==> config.mk <==
export PLATFORM = sky130hd
export DESIGN_NAME = display_scan_scheduler
export DESIGN_NICKNAME = d
export VERILOG_FILES = /design/src/rtl/display_scan_scheduler.sv
export SDC_FILE = /design/constraint.sdc
export NUM_CORES = 1
export LEC_CHECK = 0
export CORE_ASPECT_RATIO = 1.5
export CORE_MARGIN = 5
export CORE_UTILIZATION = 56
export DETAILED_ROUTE_END_ITERATION = 10
export GPL_ROUTABILITY_DRIVEN = 0
export PLACE_DENSITY = 0.91
export SKIP_LAST_GASP = 1
export SYNTH_ARGS = -nofsm -noshare
export SYNTH_HDL_FRONTEND = slang
export SYNTH_SLANG_ARGS = --single-unit
==> constraint.sdc <==
create_clock -name clk -period 3.1 [get_ports clk]
set_input_delay 0.31 -clock clk [delete_from_list [all_inputs] [get_ports clk]]
set_output_delay 0.31 -clock clk [all_outputs]
set_load 0.02 [all_outputs]
==> src/rtl/display_scan_scheduler.sv <==
// rtl/display_scan_scheduler.sv - 4-digit 7-segment scan sequencer with overlay arbitration
// All outputs are registered; they show the counter position of the previous cycle.
module display_scan_scheduler #(
    parameter int SLOT_CYCLES  = 50000,
    parameter int BLANK_CYCLES = 500,
    parameter int OVL_FRAMES   = 250
) (
    input  logic        clk,
    input  logic        reset,
    input  logic [15:0] a_bcd,
    input  logic [15:0] b_bcd,
    input  logic        b_req,
    input  logic        lz_en,
    output logic        b_ack,
    output logic [3:0]  sel,
    output logic [3:0]  bcd_out,
    output logic        blank,
    output logic        src_b_active,
    output logic        frame_tick
);
    localparam int CW = (SLOT_CYCLES > 2) ? $clog2(SLOT_CYCLES) : 1;
    localparam int OW = $clog2(OVL_FRAMES + 1);
    localparam logic [CW-1:0] SLOT_LAST = CW'(SLOT_CYCLES - 1);
    localparam logic [CW-1:0] BLANK_END = CW'(BLANK_CYCLES);
    localparam logic [OW-1:0] OVL_LAST  = OW'(OVL_FRAMES - 1);

    typedef enum logic {SHOW_A, SHOW_B} src_e;

    src_e          src_q, src_d;
    logic [CW-1:0] cnt_q, cnt_d;
    logic [1:0]    dig_q, dig_d;
    logic [15:0]   fbuf_q, fbuf_d;
    logic [15:0]   obuf_q, obuf_d;
    logic [OW-1:0] ovl_q, ovl_d;
    logic [3:0]    sel_q, sel_d;
    logic [3:0]    bcd_q, bcd_d;
    logic          blank_q, blank_d;
    logic          b_ack_q, b_ack_d;
    logic          src_b_q, src_b_d;
    logic          tick_q, tick_d;

    logic       slot_end, boundary, in_blank, suppress;
    logic       zero3, zero2, zero1;
    logic [3:0] nib;

    always_comb begin
        src_d   = src_q;
        fbuf_d  = fbuf_q;
        obuf_d  = obuf_q;
        ovl_d   = ovl_q;
        b_ack_d = 1'b0;

        slot_end = (cnt_q == SLOT_LAST);
        boundary = slot_end && (dig_q == 2'd3);
        cnt_d    = slot_end ? '0 : cnt_q + 1'b1;
        dig_d    = slot_end ? dig_q + 2'd1 : dig_q;
        tick_d   = boundary;

        // The overlay word goes straight into the frame buffer on acceptance,
        // so the first B frame follows the accepting boundary immediately.
        if (boundary) begin
            case (src_q)
                SHOW_A: begin
                    if (b_req) begin
                        src_d   = SHOW_B;
                        obuf_d  = b_bcd;
                        fbuf_d  = b_bcd;
                        ovl_d   = OVL_LAST;
                        b_ack_d = 1'b1;
                    end else begin
                        fbuf_d = a_bcd;
                    end
                end
                SHOW_B: begin
                    if (ovl_q != '0) begin
                        ovl_d  = ovl_q - 1'b1;
                        fbuf_d = obuf_q;
                    end else begin
                        src_d  = SHOW_A;
                        fbuf_d = a_bcd;
                    end
                end
                default: src_d = SHOW_A;
            endcase
        end
        src_b_d = (src_d == SHOW_B);

        case (dig_q)
            2'd0:    nib = fbuf_q[3:0];
            2'd1:    nib = fbuf_q[7:4];
            2'd2:    nib = fbuf_q[11:8];
            default: nib = fbuf_q[15:12];
        endcase

        zero3 = (fbuf_q[15:12] == 4'd0);
        zero2 = zero3 && (fbuf_q[11:8] == 4'd0);
        zero1 = zero2 && (fbuf_q[7:4] == 4'd0);
        case (dig_q)
            2'd1:    suppress = lz_en && zero1;
            2'd2:    suppress = lz_en && zero2;
            2'd3:    suppress = lz_en && zero3;
            default: suppress = 1'b0;
        endcase

        in_blank = (cnt_q < BLANK_END);
        bcd_d    = nib;
        blank_d  = in_blank || suppress;
        sel_d    = blank_d ? 4'b1111 : ~(4'b0001 << dig_q);
    end

    always_ff @(posedge clk or posedge reset) begin
        if (reset) begin
            src_q   <= SHOW_A;
            cnt_q   <= '0;
            dig_q   <= 2'd0;
            fbuf_q  <= 16'd0;
            obuf_q  <= 16'd0;
            ovl_q   <= '0;
            sel_q   <= 4'b1111;
            bcd_q   <= 4'd0;
            blank_q <= 1'b1;
            b_ack_q <= 1'b0;
            src_b_q <= 1'b0;
            tick_q  <= 1'b0;
        end else begin
            src_q   <= src_d;
            cnt_q   <= cnt_d;
            dig_q   <= dig_d;
            fbuf_q  <= fbuf_d;
            obuf_q  <= obuf_d;
            ovl_q   <= ovl_d;
            sel_q   <= sel_d;
            bcd_q   <= bcd_d;
            blank_q <= blank_d;
            b_ack_q <= b_ack_d;
            src_b_q <= src_b_d;
            tick_q  <= tick_d;
        end
    end

    assign sel          = sel_q;
    assign bcd_out      = bcd_q;
    assign blank        = blank_q;
    assign b_ack        = b_ack_q;
    assign src_b_active = src_b_q;
    assign frame_tick   = tick_q;
endmodule

==> summary.md <==
| Metric | Value |
|---|---|
| Outcome | `finished clean` |
| Post-DR vias/cell | `6.07` |
| Number of global-route vias before repair | `3,032` |
| Min-delay worst type | `input pin to async pin` |
| First-pass GRT wire length | `14,200 µm` |
| Clk_lat worst skew | `0.35 ns` |
| TritonCTS clock tree | `yes` |
| Post-CTS Resized | `0` |
| Final wirelength | `8260 µm` |
| FP Rows | `36` |
| Number of synthesized flops with an enable pin | `0` |
| Met3 Use GR | `0.0358` |
| RSZ-0062 raised after global routing | `no` |
| Post-synthesis sequential area ratio | `0.467` |
| Fraction of layout cells with a size suffix above 1 | `0.160` |
| GR Util met2 | `0.348` |
| Clock Pin Slew Worst Setup and Hold Paths | `0.07 ns` |
| Gr busiest metal | `met2` |
| Synth top area share | `0.432` |
| I/O Pins | `48` |
| Max Root-Sink Buffers | `2` |
| Top cells by area, synth | `dfrtp_1 (43%), mux2_2 (9.6%), mux2i_1 (5.3%)` |
| Max rail drop VDD | `0.269 mV` |
| Mean routed wirelength per cell | `16.7 µm` |
| Crit path buf inv count | `1` |
| Largest area contributor in the netlist | `dfrtp_1` |
| Leakage | `2.06 nW` |
| Worst Setup End Kind | `register` |
| Tcrit/Tclk final | `0.798` |
| Initial Util | `0.576` |
| Synthesized area | `3760 µm²` |
| Warnings from Yosys | `0` |
| Max_cap viols | `0` |
| Die area | `8490 µm²` |
| Avg Inst Size Synth | `10.2 µm²` |
| DRT Pass-1 Iters | `5` |
| Flops & latches, synth | `70` |
| Fraction of registers with async set/reset | `1.00` |
| M1 GR Usage | `0.239` |
| Critical Path AT | `2.70 ns` |
| Post-Syn Nets | `412` |
| Critical Path Max Stage Delay | `0.59 ns` |
| Crit. Startpoint | `cnt_q[12]` |
| PwrDens | `379 nW/µm²` |
| Initial antenna violation count | `0` |
| Crit-path slowest cell | `or4_4` |
| Critical-path cell list | `or4_4 > nor4_1 > and2_1 > buf_4 > mux2_2` |
| Die Span Y | `110 µm` |
| PortBufs | `47` |
| Placed Cells incl. Taps | `479` |
| Worst Setup Start Kind | `register` |
| Nets | `456` |
| Cell count along the critical path | `5` |
| Setup TNS | `0 ns` |
| Root Driver | `clkbuf_8` |
| Hold buffers post-CTS | `0` |
| Drt drc | `0` |
| Synth-to-layout area growth | `19.4%` |
| Detailed placement HPWL | `6060 µm` |
| Core box area | `6530 µm²` |
| Die width | `76.9 µm` |
| Final non-filler cell total | `495` |
| Slew HR | `0.525` |
| Max Fclk | `0.404 GHz` |
| Final Hold Fails | `0` |
| Total congestion overflow | `0` |
| Most frequent cells after synthesis | `dfrtp_1 (65), o21ai_0 (38), mux2_2 (32), nand2b_1 (32), nand2_1 (27)` |
| Slew @ Worst Pin | `0.706 ns` |
| Post-synth cell types | `42` |
| Setup bufs post-CTS | `0` |
| Final slew viol count | `0` |
| DRT antenna net count | `0` |
| Iteration-0 DRC Markers | `180` |
| Minimum clock period | `2.47 ns` |
| Via Count | `3,004` |
| Clock sinks | `70` |
| Final Util | `0.688` |
| Crit-path max FO | `18` |
| Cell family with most CP delay | `simple AND/OR/NAND/NOR gates` |
| Largest net degree at the start of global routing | `51` |
| CP required | `3.33 ns` |
| Worst-case reg-to-reg path depth | `5` |
| CTS Buf Count | `9` |
| Ys flop type | `dfrtp_1` |
| Inserted Diodes | `0` |
| Total GRT Usage | `0.202` |
| Worst R2R Start | `cnt_q[12]` |
| Syn Inst Count | `370` |
| H-tree depth | `3` |
| Clock skew | `0.00875 ns` |
| # setup viols final | `0` |
| Worst setup path class | `register to register` |
| Count leader, synth | `dfrtp_1` |
[path summary, 6_finish.rpt]
check / slack, ns / to
setup reg to reg: 0.63 / obuf_q[1]
max in group asynchronous: 2.02 / sel[3]
hold / removal: 0.39 / obuf_q[3]
min in group clk: 0.49 / cnt_q[7]
hold reg to reg: 0.49 / cnt_q[7]
setup / recovery: 0.63 / obuf_q[1]
[power breakdown]
| part | internal, W | total [W] | switching (W) |
|---|---|---|---|
| sequential | 0.000915 | 0.000916 | 0.00000133 |
| clock | 0.000353 | 0.000683 | 0.000330 |
| combinational | 0.0000640 | 0.000105 | 0.0000407 |
| total | 0.00133 | 0.00170 | 0.000372 |
[metrics by stage]
stage	cell area [µm²]	power, W	hold slack [ns]	setup slack (ns)
2_1_floorplan	3760	0.000976	0.449	0.669
3_3_place_gp	4310	0.00104	0.475	0.697
3_5_place_dp	4310	0.00104	0.481	0.642
4_1_cts	4490	0.00172	0.404	0.629
5_1_grt	4490	0.00176	0.468	0.443
6_report	4490	0.00170	0.387	0.628
[layout by cell type (no fill, tap or decap), types with 3 or more instances in the layout]
cell type / instances
a21oi_1: 5
inv_1: 12
nor3_1: 6
mux2_2: 32
or4_1: 6
nand2_1: 27
ha_1: 6
clkbuf_8: 12
or3_1: 7
nand3_1: 9
nand2b_1: 32
dfstp_2: 5
mux2i_1: 20
nor4_1: 14
nand4_1: 7
or2_2: 4
clkdlybuf4s50_1: 47
buf_4: 7
nor2_1: 10
nand4b_1: 3
o21ai_0: 38
xnor2_1: 9
a222oi_1: 4
dfrtp_1: 65
xor2_1: 3
[cell families (layout without fill, tap and decap cells)]
family / count (synthesis) / in the layout / share of synthesized area
simple gates: 136 / 136 / 0.207
flops: 70 / 70 / 0.467
compound gates: 59 / 59 / 0.0911
mux: 52 / 52 / 0.149
buf+inv: 35 / 84 / 0.0379
xor+xnor: 12 / 12 / 0.0279
fa+ha+maj: 6 / 6 / 0.0199
[layout make-up]
class / instances / area [µm²]
multi-input combinational: 265 / 1860
timing repair buffer: 55 / 543
clock inverter: 3 / 17.5
fill: 470 / 2040
inverter: 13 / 48.8
tap: 76 / 95.1
clock buffer: 13 / 169
sequential: 70 / 1760
[worst register-to-register path, cell delays in order (launching register included)]
cell and delay, ns:
dfrtp_1 0.41, or4_4 0.59, nor4_1 0.52, and2_1 0.20, buf_4 0.25, mux2_2 0.38
[state kept, by name, indices dropped and copies added (netlist names), 2 cells and up]
register,cells
fbuf_q,16
obuf_q,16
ovl_q,8
dig_q,2
sel,4
bcd_out,4
cnt_q,16
[routing by layer]
layer	share of wire	vias up
li1	-	1419
met1	0.40	1464
met2	0.52	96
met3	0.051	25
met4	0.032	0
met5	0	-
Power figures use the tool's default switching activity.
==> patch: new RTL, same flow settings <==
Take the reset off `fbuf_q` and `obuf_q` and load them in a clocked block of their own.
--- a/src/rtl/display_scan_scheduler.sv
+++ b/src/rtl/display_scan_scheduler.sv
@@ -114,6 +114,4 @@
             cnt_q   <= '0;
             dig_q   <= 2'd0;
-            fbuf_q  <= 16'd0;
-            obuf_q  <= 16'd0;
             ovl_q   <= '0;
             sel_q   <= 4'b1111;
@@ -127,6 +125,4 @@
             cnt_q   <= cnt_d;
             dig_q   <= dig_d;
-            fbuf_q  <= fbuf_d;
-            obuf_q  <= obuf_d;
             ovl_q   <= ovl_d;
             sel_q   <= sel_d;
@@ -139,4 +135,9 @@
     end
 
+    always_ff @(posedge clk) begin
+        fbuf_q <= fbuf_d;
+        obuf_q <= obuf_d;
+    end
+
     assign sel          = sel_q;
     assign bcd_out      = bcd_q;
Behaviour: same outputs for any inputs over 10 cycles, from zero or initial values and one cycle with reset high; that may be too few to reach the edited logic, so the function may still have changed.
==> patch against the unedited design <==
Sequential cell count stayed put; total power is 10% higher; routed wire length is 7.6% lower; hold slack worse by 26 ps; synthesized area is 8.2% lower; clock skew is 0.50 ps lower; clock power is 20% higher; sequential share of layout area is 6.8 points higher; die area is 7.4% lower; non-clock buffer count is 3 lower; setup slack worse by 130 ps; final area is 7.0% lower; fmax is 4.9% lower; count of clock-buffer cells in the layout is 4 lower; largest cell class is now registers.
==> patch: results (changes against the unedited design) <==
- Critical Path Source Type: register
- CTS clock-pin slew for the worst setup and hold paths: 80 ps
- Setup Skew: 8.25 ps (-0.502 ps)
- Avg WL per Cell: 17.2 µm (+2.7%)
- Worst-Margin Slew: 706 ps (-0.0288 ps)
- DR pass1 iterations: 6 (+1)
- FILL cells: 440 (-6.4%)
- Highest-delay cell along the critical path: or4_1
- Count of cell types in the netlist: 50 (+19%)
- Total track usage: 20.6% (+0.44 points)
- Slowest stage delay, CP: 620 ps (+30 ps)
- Iteration-0 DRC Markers: 145 (-19%)
- DP HPWL: 5210 µm (-14%)
- Max VDD drop: 0.000408 V (+52%)
- Post-synth top cells: 51 x nand2_1, 33 x dfrtp_1, 32 x edfxtp_1
- Pre-CTS setup slack: 495 ps (-147 ps)
- Synth warn: 0 (unchanged)
- Fmax: 384 MHz (-4.9%)
- Largest net degree at the start of global routing: 39 (-24%)
- Synth async-reset ratio: 54.3% (-46 points)
- Share of cells above drive strength 1: 9.97% (-6.0 points)
- Status: completed
- Initial antenna violation count: 0 (unchanged)
- Internal: 1.47 mW (+11%)
- Leakage: 1.59 nW (-23%)
- Post-CTS setup buffers: 0 (unchanged)
- Reg-to-Reg Start: cnt_q[12]
- R2R setup slack: 500 ps (-130 ps)
- Crit-path max FO: 17 (-1)
- Worst Reg-to-Reg Cells: 4 (-1)
- Post-cts resize count: 0 (unchanged)
- Synth area leaders: edfxtp_1 28%, dfrtp_1 24%, nand2_1 5.5%
- Register area share after synthesis: 55.5% (+8.8 points)
- # nets final: 408 (-11%)
- EDFF count, synth: 32 (+32)
- Ys flop type: dfrtp_1
- Total CTS buffers: 9 (unchanged)
- PortBufs: 47 (unchanged)
- Syn nets: 362 (-12%)
- H-tree Lvls: 3 (unchanged)
- Crit path max-delay family: simple AND/OR/NAND/NOR gates
- Total number of vias: 2,734 (-9.0%)
- DRC: 0 (unchanged)
- Later-pin clock latency in the skew report: 350 ps (about the same)
- Worst Setup EP: obuf_q[15]
- Largest regs: cnt_q x16, fbuf_q x16, obuf_q x16
- First-pass GRT wire length: 12,300 µm (-13%)
-- patch: changes by cell type in the layout (fill, tap and decap cells not counted), sizes merged, moves of 6 or more --
cell,change
a211oi,+16
a31oi,+14
dfrtp,-32
edfxtp,+32
mux2,-32
mux2i,-15
nand2,+24
nand2b,-31
nor2,+8
nor2b,+16
nor4,-6
o21ai,-33
-- patch: worst min path at each step --
stage               startpoint  slack (ps)         end  depth (start not counted)
floorplan             b_bcd[0]         410   obuf_q[0]                          0
global placement      cnt_q[0]         480    cnt_q[0]                          1
detailed placement    cnt_q[0]         480    cnt_q[0]                          1
CTS                      reset         370  bcd_out[0]                          3
global route             reset         400  bcd_out[0]                          3
finish                   reset         360  bcd_out[1]                          3
-- patch: cell type report --
type                            instances  area, µm²  share of cell area [%]
Timing Repair Buffer                   52        508                    12.2
Clock inverter                          7       97.6                    2.33
Multi-Input combinational cell        220       1390                    33.3
Tap cell                               74       92.6                    2.21
Clock buffer                            9        124                    2.96
Inverter                               13       48.8                    1.17
Sequential cell                        70       1920                    45.9
-- patch: metrics by stage --
step	cells	instance area [µm²]	hold slack (ps)
after floorplan	320	3450	409
after global placement	429	3960	476
after detailed placement	429	3960	477
after CTS	445	4180	372
after global routing	445	4180	396
final	445	4180	361
-- patch: logic make-up (layout without fill, tap and decap cells) --
family,count (synthesis),after routing,share of synthesized area [%]
simple gates,136,136,20.9
compound gates,57,57,11.5
flops,70,70,55.5
buf+inv,30,81,4.31
mux,5,5,1.45
xor+xnor,16,16,4.06
fa+ha+maj,6,6,2.17
-- patch: worst reg2reg max path: stages (launching register included) --
cell and delay (ps):
dfrtp_1 420, nor4_1 480, nand2_1 170, or4_1 620, inv_1 530
-- patch: power by group through the flow --
stage	combinational (mW)	clock, mW	sequential, mW
after global placement	0.0816	0	0.991
after floorplan	0.0292	0	0.991
final	0.0852	0.819	0.972
after global routing	0.0913	0.868	0.972
after CTS	0.0857	0.827	0.972
after detailed placement	0.0845	0	0.991
-- patch: layer usage --
layer / global-route usage, % / up-vias / part of all wire [%] / wire length [µm]
met1: 23.6 / 1328 / 39 / 2970
met4: 11.8 / 0 / 4.0 / 306
li1: - / 1265 / - / -
met5: 0 / - / 0 / 0
met2: 34.3 / 113 / 52 / 3940
met3: 4.82 / 28 / 5.5 / 423
